--- config.mk ---
export PLATFORM = sky130hd
export DESIGN_NAME = baud_tick_counter
export DESIGN_NICKNAME = d
export VERILOG_FILES = /design/src/rtl/baud_tick_counter.sv
export SDC_FILE = /design/constraint.sdc
export NUM_CORES = 1
export LEC_CHECK = 0
export CORE_ASPECT_RATIO = 1.75
export CORE_MARGIN = 3
export CORE_UTILIZATION = 55
export DETAILED_ROUTE_END_ITERATION = 8
export GPL_TIMING_DRIVEN = 0
export PLACE_DENSITY_LB_ADDON = 0.08
export SLEW_MARGIN = 20
export SYNTH_ARGS = -nofsm -noshare
export SYNTH_HDL_FRONTEND = slang
export SYNTH_SLANG_ARGS = --single-unit
--- constraint.sdc ---
create_clock -name clk -period 4.7 [get_ports clk]
set_clock_uncertainty 0.15 [all_clocks]
set_input_delay 0.705 -clock clk [delete_from_list [all_inputs] [get_ports clk]]
set_output_delay 0.705 -clock clk [all_outputs]
set_load 0.01 [all_outputs]
--- src/rtl/baud_tick_counter.sv ---
// Programmable prescaler feeding a WIDTH-bit up/down wrap/saturate counter; optional capture via BTC_CAPTURE_EN.
// Latency: count/tick/tc registered, one cycle after the step edge; no backpressure (en only freezes state).
module baud_tick_counter #(
  parameter int WIDTH      = 8,
  parameter int PRESCALE_W = 16
) (
  input  logic                  clk,
  input  logic                  rst,
  input  logic                  en,
  input  logic [PRESCALE_W-1:0] prescale,
  input  logic [WIDTH-1:0]      modulo,
  input  logic                  dir,
  input  logic                  mode,
  input  logic                  load,
  input  logic [WIDTH-1:0]      load_val,
  input  logic                  capture,
  output logic [WIDTH-1:0]      count,
  output logic                  tick,
  output logic                  tc,
  output logic                  sat,
  output logic [WIDTH-1:0]      cap_val,
  output logic                  cap_valid
);

  logic [PRESCALE_W-1:0] pcnt;
  logic                  step;
  logic [WIDTH-1:0]      next_count;
  logic                  next_tc;

  assign step = en && (pcnt == prescale);

  // Bounds are tested before +/-1, so out-of-range counts are pulled back and nothing overflows.
  always_comb begin
    next_count = count;
    next_tc    = 1'b0;
    case ({dir, mode})
      2'b00: begin
        if (count >= modulo) begin
          next_count = '0;
          next_tc    = 1'b1;
        end else begin
          next_count = count + 1'b1;
        end
      end
      2'b01: begin
        if (count >= modulo) begin
          next_count = modulo;
        end else begin
          next_count = count + 1'b1;
          next_tc    = ((count + 1'b1) == modulo);
        end
      end
      2'b10: begin
        if (count == '0) begin
          next_count = modulo;
          next_tc    = 1'b1;
        end else if (count > modulo) begin
          next_count = modulo;
        end else begin
          next_count = count - 1'b1;
        end
      end
      default: begin
        if (count == '0) begin
          next_count = '0;
        end else if (count == WIDTH'(1)) begin
          next_count = '0;
          next_tc    = 1'b1;
        end else if (count > modulo) begin
          next_count = modulo;
        end else begin
          next_count = count - 1'b1;
        end
      end
    endcase
  end

  always_ff @(posedge clk) begin
    if (rst) begin
      count <= '0;
      pcnt  <= '0;
      tick  <= 1'b0;
      tc    <= 1'b0;
    end else begin
      tick <= 1'b0;
      tc   <= 1'b0;
      if (load) begin
        // A load swallows any coincident step and restarts the prescaler.
        count <= load_val;
        pcnt  <= '0;
      end else if (step) begin
        count <= next_count;
        pcnt  <= '0;
        tick  <= 1'b1;
        tc    <= next_tc;
      end else if (en) begin
        pcnt <= pcnt + 1'b1;
      end
    end
  end

  assign sat = mode && (dir ? (count == '0) : (count >= modulo));

`ifdef BTC_CAPTURE_EN
  // Capture samples the pre-update count and wins over a same-cycle load.
  always_ff @(posedge clk) begin
    if (rst) begin
      cap_val   <= '0;
      cap_valid <= 1'b0;
    end else if (capture) begin
      cap_val   <= count;
      cap_valid <= 1'b1;
    end else if (load) begin
      cap_valid <= 1'b0;
    end
  end
`else
  logic unused_capture;
  assign unused_capture = capture;
  assign cap_val        = '0;
  assign cap_valid      = 1'b0;
`endif

endmodule

# Yosys cells after proc, flatten, opt, wreduce, memory -nomap -nowiden
# Cells that the tools add are included.
[totals]
elab_cells = 40
ff_bits = 26
output_inout_bits = 20
input_bits = 39
[op_classes]
n_reduce_logical = 8
addsub = 3
magnitude_cmp = 2
eq_ne = 5
n_bitwise = 1
mux = 17
[op_table]
columns = ["op", "count"]
rows = [
  ["$mux W8", 8],
  ["$pmux W8 S3", 1],
  ["$add A16 B1 Y16 const B", 1],
  ["$eq A16 B16 Y1", 1],
  ["$add A8 B1 Y8 const B", 1],
  ["$eq A8 B1 Y1 const B", 1],
  ["$eq A8 B8 Y1", 1],
  ["$ge A8 B8 Y1", 1],
  ["$gt A8 B8 Y1", 1],
  ["$logic_not A8 Y1", 1],
  ["$sub A8 B1 Y8 const B", 1],
  ["$mux W1", 7],
  ["$reduce_or A3 Y1", 2],
  ["$pmux W1 S3", 1],
  ["$eq A2 B1 Y1 const B", 1],
  ["$eq A2 B2 Y1 const B", 1],
  ["$logic_and A1 B1 Y1", 2],
  ["$logic_not A2 Y1", 1],
  ["$reduce_bool A2 Y1", 1],
  ["$reduce_or A2 Y1", 1],
  ["$not A1 Y1", 1],
]

# Longest topological paths before layout
# Gate-level depths: netlist of the first run.
[logic_depth]
ltp_word = 7
ltp_mapped = 9
depth_no_buf = 8

# Worst setup path before layout of the first run
# No wires, ideal clock.
[synth_timing]
kind = "input-to-output"
from = "input modulo[3]"
to = "output sat"
slack_ps = 1751
arrival_time_ps = 2094
cell_stages = 7
path_cell_list = "inv_1 -> ha_1 -> a21oi_1 -> and2_1 -> a21oi_1 -> nor3_1 -> a211oi_1"
[synth_via]
elab_chain_len = 3
[synth_rtl]
columns = ["element", "line", "source"]
rows = [
  ["start: declaration", "11", "input logic [WIDTH-1:0] modulo,"],
  ["$ge A8 B8 Y1", "102", "assign sat = mode && (dir ? (count == '0) : (count >= modulo));"],
  ["$mux W1", "102", ""],
  ["$logic_and A1 B1 Y1", "102", ""],
  ["end: declaration", "20", "output logic sat,"],
]
# Every way passes these cells.

# Final worst setup path of the first run
# Same ends and word-level chain as after synthesis.

==> results.txt, run 1 <==
Slew headroom: 0.4895
routability cong.: 0.9574
total CTS buffers: 3
DRC viols: 0
WP data required: 3.85 ns
clk_lat worst skew: 0.28 ns
fill count: 338
static leakage: 1.161 nW
Final Non-Filler Cells: 427
FF/Latch Area: 520.5 um2
worst min path class: register to register
Post-DRT Antenna Nets: 0
buffers added on ports: 47
Worst EP arrival: 3.53 ns
DRT Pass-1 Iters: 5
RSZ-0062 raised after global routing: no
Post-synth top flop: dfxtp_1
Antenna Cells: 0
area of the multi-input gates: 1775 um2
worst hold slack: 0.3641 ns
post-CTS resize count: 0
die width: 56.61 um
Critical Path Source Type: input pin
largest net degree at the start of global routing: 15
vias in the first global route: 2471
die area: 5353 um2
number of flops mapped to enable cells by yosys: 0
period utilization: 0.9339
Worst IR Drop VDD: 0.1845 mV
share of layout cells above drive strength 1: 0.07407
post-synth design cell area: 2465 um2
hpwl dp: 5622 um
wire length of the first global-routing pass: 11190 um
fin crit period: 4.389 ns
CORE AREA: 4228 um2
f_max: 0.2278 GHz
Final nets: 430
antenna violations before repair: 0
power density cells: 194.4 nW/um2
num rows: 31
total of max-cap violations: 0
Syn Inst Count: 319
Seq/Total Area, Yosys: 0.2112
Fin. Hold Viols: 0
# placed instances: 423
DR WL/cell: 16.18 um
status: finished, final reports clean
Top Ports: 59
Setup TNS Final: 0 ns
initial drt markers: 166
average via count per standard cell: 6.105
post-CTS setup buffer count: 0
grt total ovfl: 0
Die H: 94.56 um
maximum fanout along the worst path: 6
Yosys cell types: 54
yosys warns: 0
CTS HTree Levels: 1
cts hold-fix bufs: 0
CTS tree: built
Clock Tree Buf Depth: 2
starting density of the core: 0.5830
Mapped Avg Cell Area: 7.727 um2
clock sink total: 26
Clk pin slew, worst setup/hold paths: 0.09 ns
Post-synth ARST share: 0
Setup CP Type: input pin to primary output
Util after Layout: 0.7289
worst-margin pin slew: 0.7599 ns
CTS root buf: clkbuf_8
final setup fails: 0
Vias: 2607
final WL: 6909 um
FF+latch count, synth: 26
overall routing resource usage: 0.2640
Layout area overhead: 25.03%
Worst setup EP type: primary output
Final Max Slew Viols: 0
report_power, final:
| group | internal, W | total, W | switching (W) |
|---|---|---|---|
| clock network | 0.0000751 | 0.000146 | 0.0000711 |
| registers | 0.000225 | 0.000232 | 0.00000722 |
| logic | 0.000105 | 0.000221 | 0.000115 |
| total | 0.000405 | 0.000599 | 0.000193 |
critical path, cell delays in order:
cell             delay, ns
clkdlybuf4s50_1       0.55
inv_1                 0.09
ha_1                  0.35
a21oi_1               0.42
and2_1                0.29
a21oi_1               0.11
nor3_1                0.40
a211oi_1              0.10
clkdlybuf4s50_1       0.50
sequential cells by signal (all words and copies together), names as in the netlist:
name,flops
tc,1
tick,1
pcnt,16
count,8
area by class of cell:
class | count | share of cell area
repair buffers | 47 | 0.1527
multi-input cells | 265 | 0.5761
flip-flops and latches | 26 | 0.1689
inverters | 14 | 0.01705
plain buffers | 22 | 0.04750
well taps | 49 | 0.01989
clock buffers | 4 | 0.01786
cells in the final DEF, fill, tap and decap left out, types with 5 or more instances in the layout:
master / n
a21oi_1: 28
a22o_1: 6
and3_1: 5
buf_4: 10
clkbuf_1: 6
clkdlybuf4s50_1: 47
conb_1: 9
dfxtp_1: 26
ha_1: 12
inv_1: 14
nand2_1: 30
nand3_1: 11
nand4_1: 7
nor2_1: 28
nor3_1: 12
nor4_1: 5
o21ai_0: 12
or3_1: 5
xnor2_1: 24
xor2_1: 21
logic make-up (layout without fill, tap and decap cells):
family,count (synthesis),after routing,share of synthesized area
AND/OR/NAND/NOR,115,115,0.2315
AO/OA/AOI/OAI,81,81,0.2371
XOR/XNOR,46,46,0.1690
buffers and inverters,36,87,0.08071
flip-flops,26,26,0.2112
adder cells (fa/ha/maj),12,12,0.06091
multiplexers,2,2,0.008122
other,1,9,0.001521
worst paths after layout:
kind / cells past startpoint / slack [ns] / end / startpoint
min: 2 / 0.36 / pcnt[15] / pcnt[15]
max: 9 / 0.31 / sat / modulo[3]
min reg2reg: 2 / 0.36 / pcnt[15] / pcnt[15]
max reg2reg: 9 / 1.63 / count[2] / count[0]
cells in the mapped netlist, types with 2 or more instances:
master / n / area [um2]
nand4_1: 7 / 43.79
o21ai_0: 12 / 60.06
a211oi_1: 3 / 22.52
and2_1: 2 / 12.51
xor2_1: 21 / 183.9
o311ai_0: 3 / 26.28
dfxtp_1: 26 / 520.5
nor2_1: 28 / 105.1
and3_1: 5 / 31.28
a221oi_1: 2 / 17.52
nand2_1: 30 / 112.6
a211o_1: 3 / 26.28
a31oi_1: 4 / 25.02
nor3b_1: 2 / 15.01
buf_4: 10 / 75.07
inv_1: 14 / 52.55
buf_2: 3 / 15.01
o211ai_1: 2 / 15.01
o221ai_1: 2 / 17.52
buf_6: 3 / 33.78
a21oi_1: 28 / 140.1
ha_1: 12 / 150.1
clkbuf_1: 6 / 22.52
a2bb2oi_1: 2 / 17.52
nor3_1: 12 / 60.06
or3_1: 5 / 31.28
a22o_1: 6 / 52.55
xnor2_1: 24 / 210.2
nand3_1: 11 / 55.05
mux2i_1: 2 / 20.02
nor4_1: 5 / 31.28
o32a_1: 2 / 20.02
layer usage:
metal / vias up / GRT usage / routed length (um)
li1: 1252 / - / -
met1: 1186 / 0.2654 / 2383
met2: 135 / 0.5039 / 3830
met3: 34 / 0.03420 / 405
met4: 0 / 0.1525 / 289
met5: - / 0 / 0
per-stage QoR:
step / worst slack [ns] / instance area (um2) / power [W]
after floorplan: 1.751 / 2495 / 0.0003751
after global placement: 0.3996 / 3027 / 0.0004507
after detailed placement: 0.3657 / 3027 / 0.0004536
after CTS: 0.3663 / 3082 / 0.0005958
after global routing: 0.1115 / 3082 / 0.0006287
final: 0.3107 / 3082 / 0.0005989
(Power assumes the default switching activity.)
==> inputs of run 2 (changes only) <==
--- a/config.mk
+++ b/config.mk
@@ -7,10 +7,13 @@
 export LEC_CHECK = 0
 export CORE_ASPECT_RATIO = 1.75
 export CORE_MARGIN = 3
-export CORE_UTILIZATION = 55
+export CORE_UTILIZATION = 62
 export DETAILED_ROUTE_END_ITERATION = 8
+export DONT_BUFFER_PORTS = 1
 export GPL_TIMING_DRIVEN = 0
+export MAX_ROUTING_LAYER = met4
 export PLACE_DENSITY_LB_ADDON = 0.08
+export RECOVER_POWER = 25
 export SLEW_MARGIN = 20
 export SYNTH_ARGS = -nofsm -noshare
 export SYNTH_HDL_FRONTEND = slang
==> run 2 against run 1 <==
Die area fell by 10%; first-iteration DRC count fell by 37%; sequential power about the same; sequential cell count is the same; power shrank 11%.
==> results.txt, run 2 (same netlist as run 1, synthesis figures left out) <==
Worst IR Drop VDD: 0.2085 mV (was 0.1845 mV)
Clock Tree Buf Depth: 2 (unchanged)
Most flops, register: pcnt (unchanged)
Die H: 89.41 um (was 94.56 um)
critical path's slowest cell: dfxtp_1 (was clkdlybuf4s50_1)
final instance area: 2594 um2 (was 3082 um2)
Slew headroom: 0.4595 (was 0.4895)
power density cells: 205.8 nW/um2 (was 194.4 nW/um2)
Reg power frac: 0.440 (was 0.388)
# placed instances: 373 (was 423)
Setup TNS Final: 0 ns (unchanged)
Final Max Slew Viols: 0 (unchanged)
DR WL/cell: 17.22 um (was 16.18 um)
post-CTS resize count: 0 (unchanged)
Worst EP arrival: 2.76 ns (was 3.53 ns)
status: finished, final reports clean (unchanged)
Top Ports: 59 (unchanged)
DRC viols: 0 (unchanged)
largest net degree at the start of global routing: 14 (was 15)
Hold EP: pcnt[11] (was pcnt[15])
worst min path class: register to register (unchanged)
period utilization: 0.7693 (was 0.9339)
Antenna Cells: 0 (unchanged)
Fin. Hold Viols: 0 (unchanged)
total CTS buffers: 3 (unchanged)
Worst setup EP type: primary output (unchanged)
worst hold slack: 0.3676 ns (was 0.3641 ns)
Clk pwr share: 0.237 (was 0.244)
overall routing resource usage: 0.2998 (was 0.2640)
CTS tree: built (unchanged)
Clk pin slew, worst setup/hold paths: 0.08 ns (was 0.09 ns)
hold path cells: 2 (unchanged)
Largest regs: pcnt (16), count (8) (unchanged)
hpwl dp: 5370 um (was 5622 um)
Critical Path Source Type: register (was input pin)
vias in the first global route: 2285 (was 2471)
max reg flops: 16 (unchanged)
CORE AREA: 3737 um2 (was 4228 um2)
clock sink total: 26 (unchanged)
die area: 4798 um2 (was 5353 um2)
RSZ-0062 raised after global routing: no (unchanged)
R2R Setup Slk: 1.58 ns (was 1.63 ns)
CTS root buf: clkbuf_8 (unchanged)
Final nets: 383 (was 430)
Layout area overhead: 5.229% (was 25.03%)
antenna violations before repair: 0 (unchanged)
Vias: 2336 (was 2607)
Reg2Reg Depth: 9 (unchanged)
fin crit period: 3.616 ns (was 4.389 ns)
maximum fanout along the worst path: 8 (was 6)
initial drt markers: 104 (was 166)
worst-margin pin slew: 0.8045 ns (was 0.7599 ns)
hold_sp: pcnt[11] (was pcnt[15])
sw frac: 0.3358 (was 0.3230)
buffers added on ports: 0 (was 47)
Final Worst Setup Slack: 1.084 ns (was 0.3107 ns)
Setup CP Type: register to primary output (was input pin to primary output)
total of max-cap violations: 0 (unchanged)
final setup fails: 0 (unchanged)
final WL: 6473 um (was 6909 um)
RR Startpoint: count[0] (unchanged)
average via count per standard cell: 6.213 (was 6.105)
cts hold-fix bufs: 0 (unchanged)
DRT Pass-1 Iters: 4 (was 5)
r2r endpoint: count[3] (was count[2])
critical-path cell list: clkbuf_1 > inv_1 > ha_1 > nand4_1 > and2_1 > a21oi_1 > nor3_1 > a211oi_1 (was clkdlybuf4s50_1 > inv_1 > ha_1 > a21oi_1 > and2_1 > a21oi_1 > nor3_1 > a211oi_1 > clkdlybuf4s50_1)
wire length of the first global-routing pass: 10370 um (was 11190 um)
most frequent cells in the layout: nand2_1, a21oi_1, nor2_1 (was clkdlybuf4s50_1, nand2_1, a21oi_1, nor2_1, dfxtp_1)
slowest stage delay, CP: 0.46 ns (was 0.55 ns)
grt total ovfl: 0 (unchanged)
combinational power share: 0.323 (was 0.368)
clk_lat worst skew: 0.27 ns (was 0.28 ns)
Final Non-Filler Cells: 376 (was 427)
die width: 53.67 um (was 56.61 um)
commonest non-fill, non-tap cell in the layout: nand2_1 (was clkdlybuf4s50_1)
num rows: 29 (was 31)
P_sw: 0.0001792 W (was 0.0001935 W)
WP data required: 3.85 ns (about the same)
placed cell area: 2552 um2 (was 3027 um2)
post-CTS setup buffer count: 0 (unchanged)
internal power: 0.0003545 W (was 0.0004055 W)
share of layout cells above drive strength 1: 0.08182 (was 0.07407)
routability cong.: 0.9213 (was 0.9574)
static leakage: 0.9746 nW (was 1.161 nW)
f_max: 0.2766 GHz (was 0.2278 GHz)
pre-CTS setup slack: 1.388 ns (was 0.3657 ns)
CTS HTree Levels: 1 (unchanged)
starting density of the core: 0.6595 (was 0.5830)
Post-DRT Antenna Nets: 0 (unchanged)
## run 2: cell count changes in the layout (fill, tap and decap cells not counted), sizes merged
cell | previous run | this run
clkbuf | 10 | 9
clkdlybuf4s50 | 47 | 0
## run 2: per-stage QoR
step                      utilization  total power (W)
after floorplan                     -        0.0003751
after detailed placement       0.6830        0.0004091
after CTS                      0.6940        0.0005312
after global routing           0.6940        0.0005606
final                          0.6940        0.0005337
after global placement         0.6830        0.0004071
## run 2: how the worst max path moves through the flow
stage,startpoint,to,slack [ns]
detailed placement,modulo[3],sat,1.39
floorplan,modulo[3],sat,1.75
global route,count[0],sat,0.89
global placement,modulo[3],sat,1.40
finish,count[0],sat,1.08
CTS,count[0],sat,1.11
## run 2: worst max-delay path: cells and delay by family (launching register included)
kind / cells / cell delay [ns]
AOI/OAI and AO/OA: 2 / 0.65
and+or+nand+nor: 3 / 0.56
buffers and inverters: 2 / 0.48
DFF: 1 / 0.46
adders and majority gates: 1 / 0.35
## run 2: power by group through the flow
stage,registers [W],clock network (W),logic [W]
6_report,0.000235,0.000126,0.000172
5_1_grt,0.000236,0.000134,0.000190
4_1_cts,0.000235,0.000126,0.000170
3_5_place_dp,0.000240,0,0.000169
3_3_place_gp,0.000240,0,0.000167
2_1_floorplan,0.000238,0,0.000137
## run 2: routing by layer
metal  up-vias  GRT usage  wire [um]
met1      1053     0.3071       2318
met2        95     0.5552       3685
met5         -          -          0
met4         0     0.1209        161
met3        16    0.03005        308
li1       1172          -          -
## run 2: cell type report
type                       count  area, um2
multi-input combinational    265       1775
fill                         355       1144
sequential                    26      520.5
buffer                        22      146.4
tap                           46      57.56
inverter                      14      52.55
clock buffer                   3      41.29
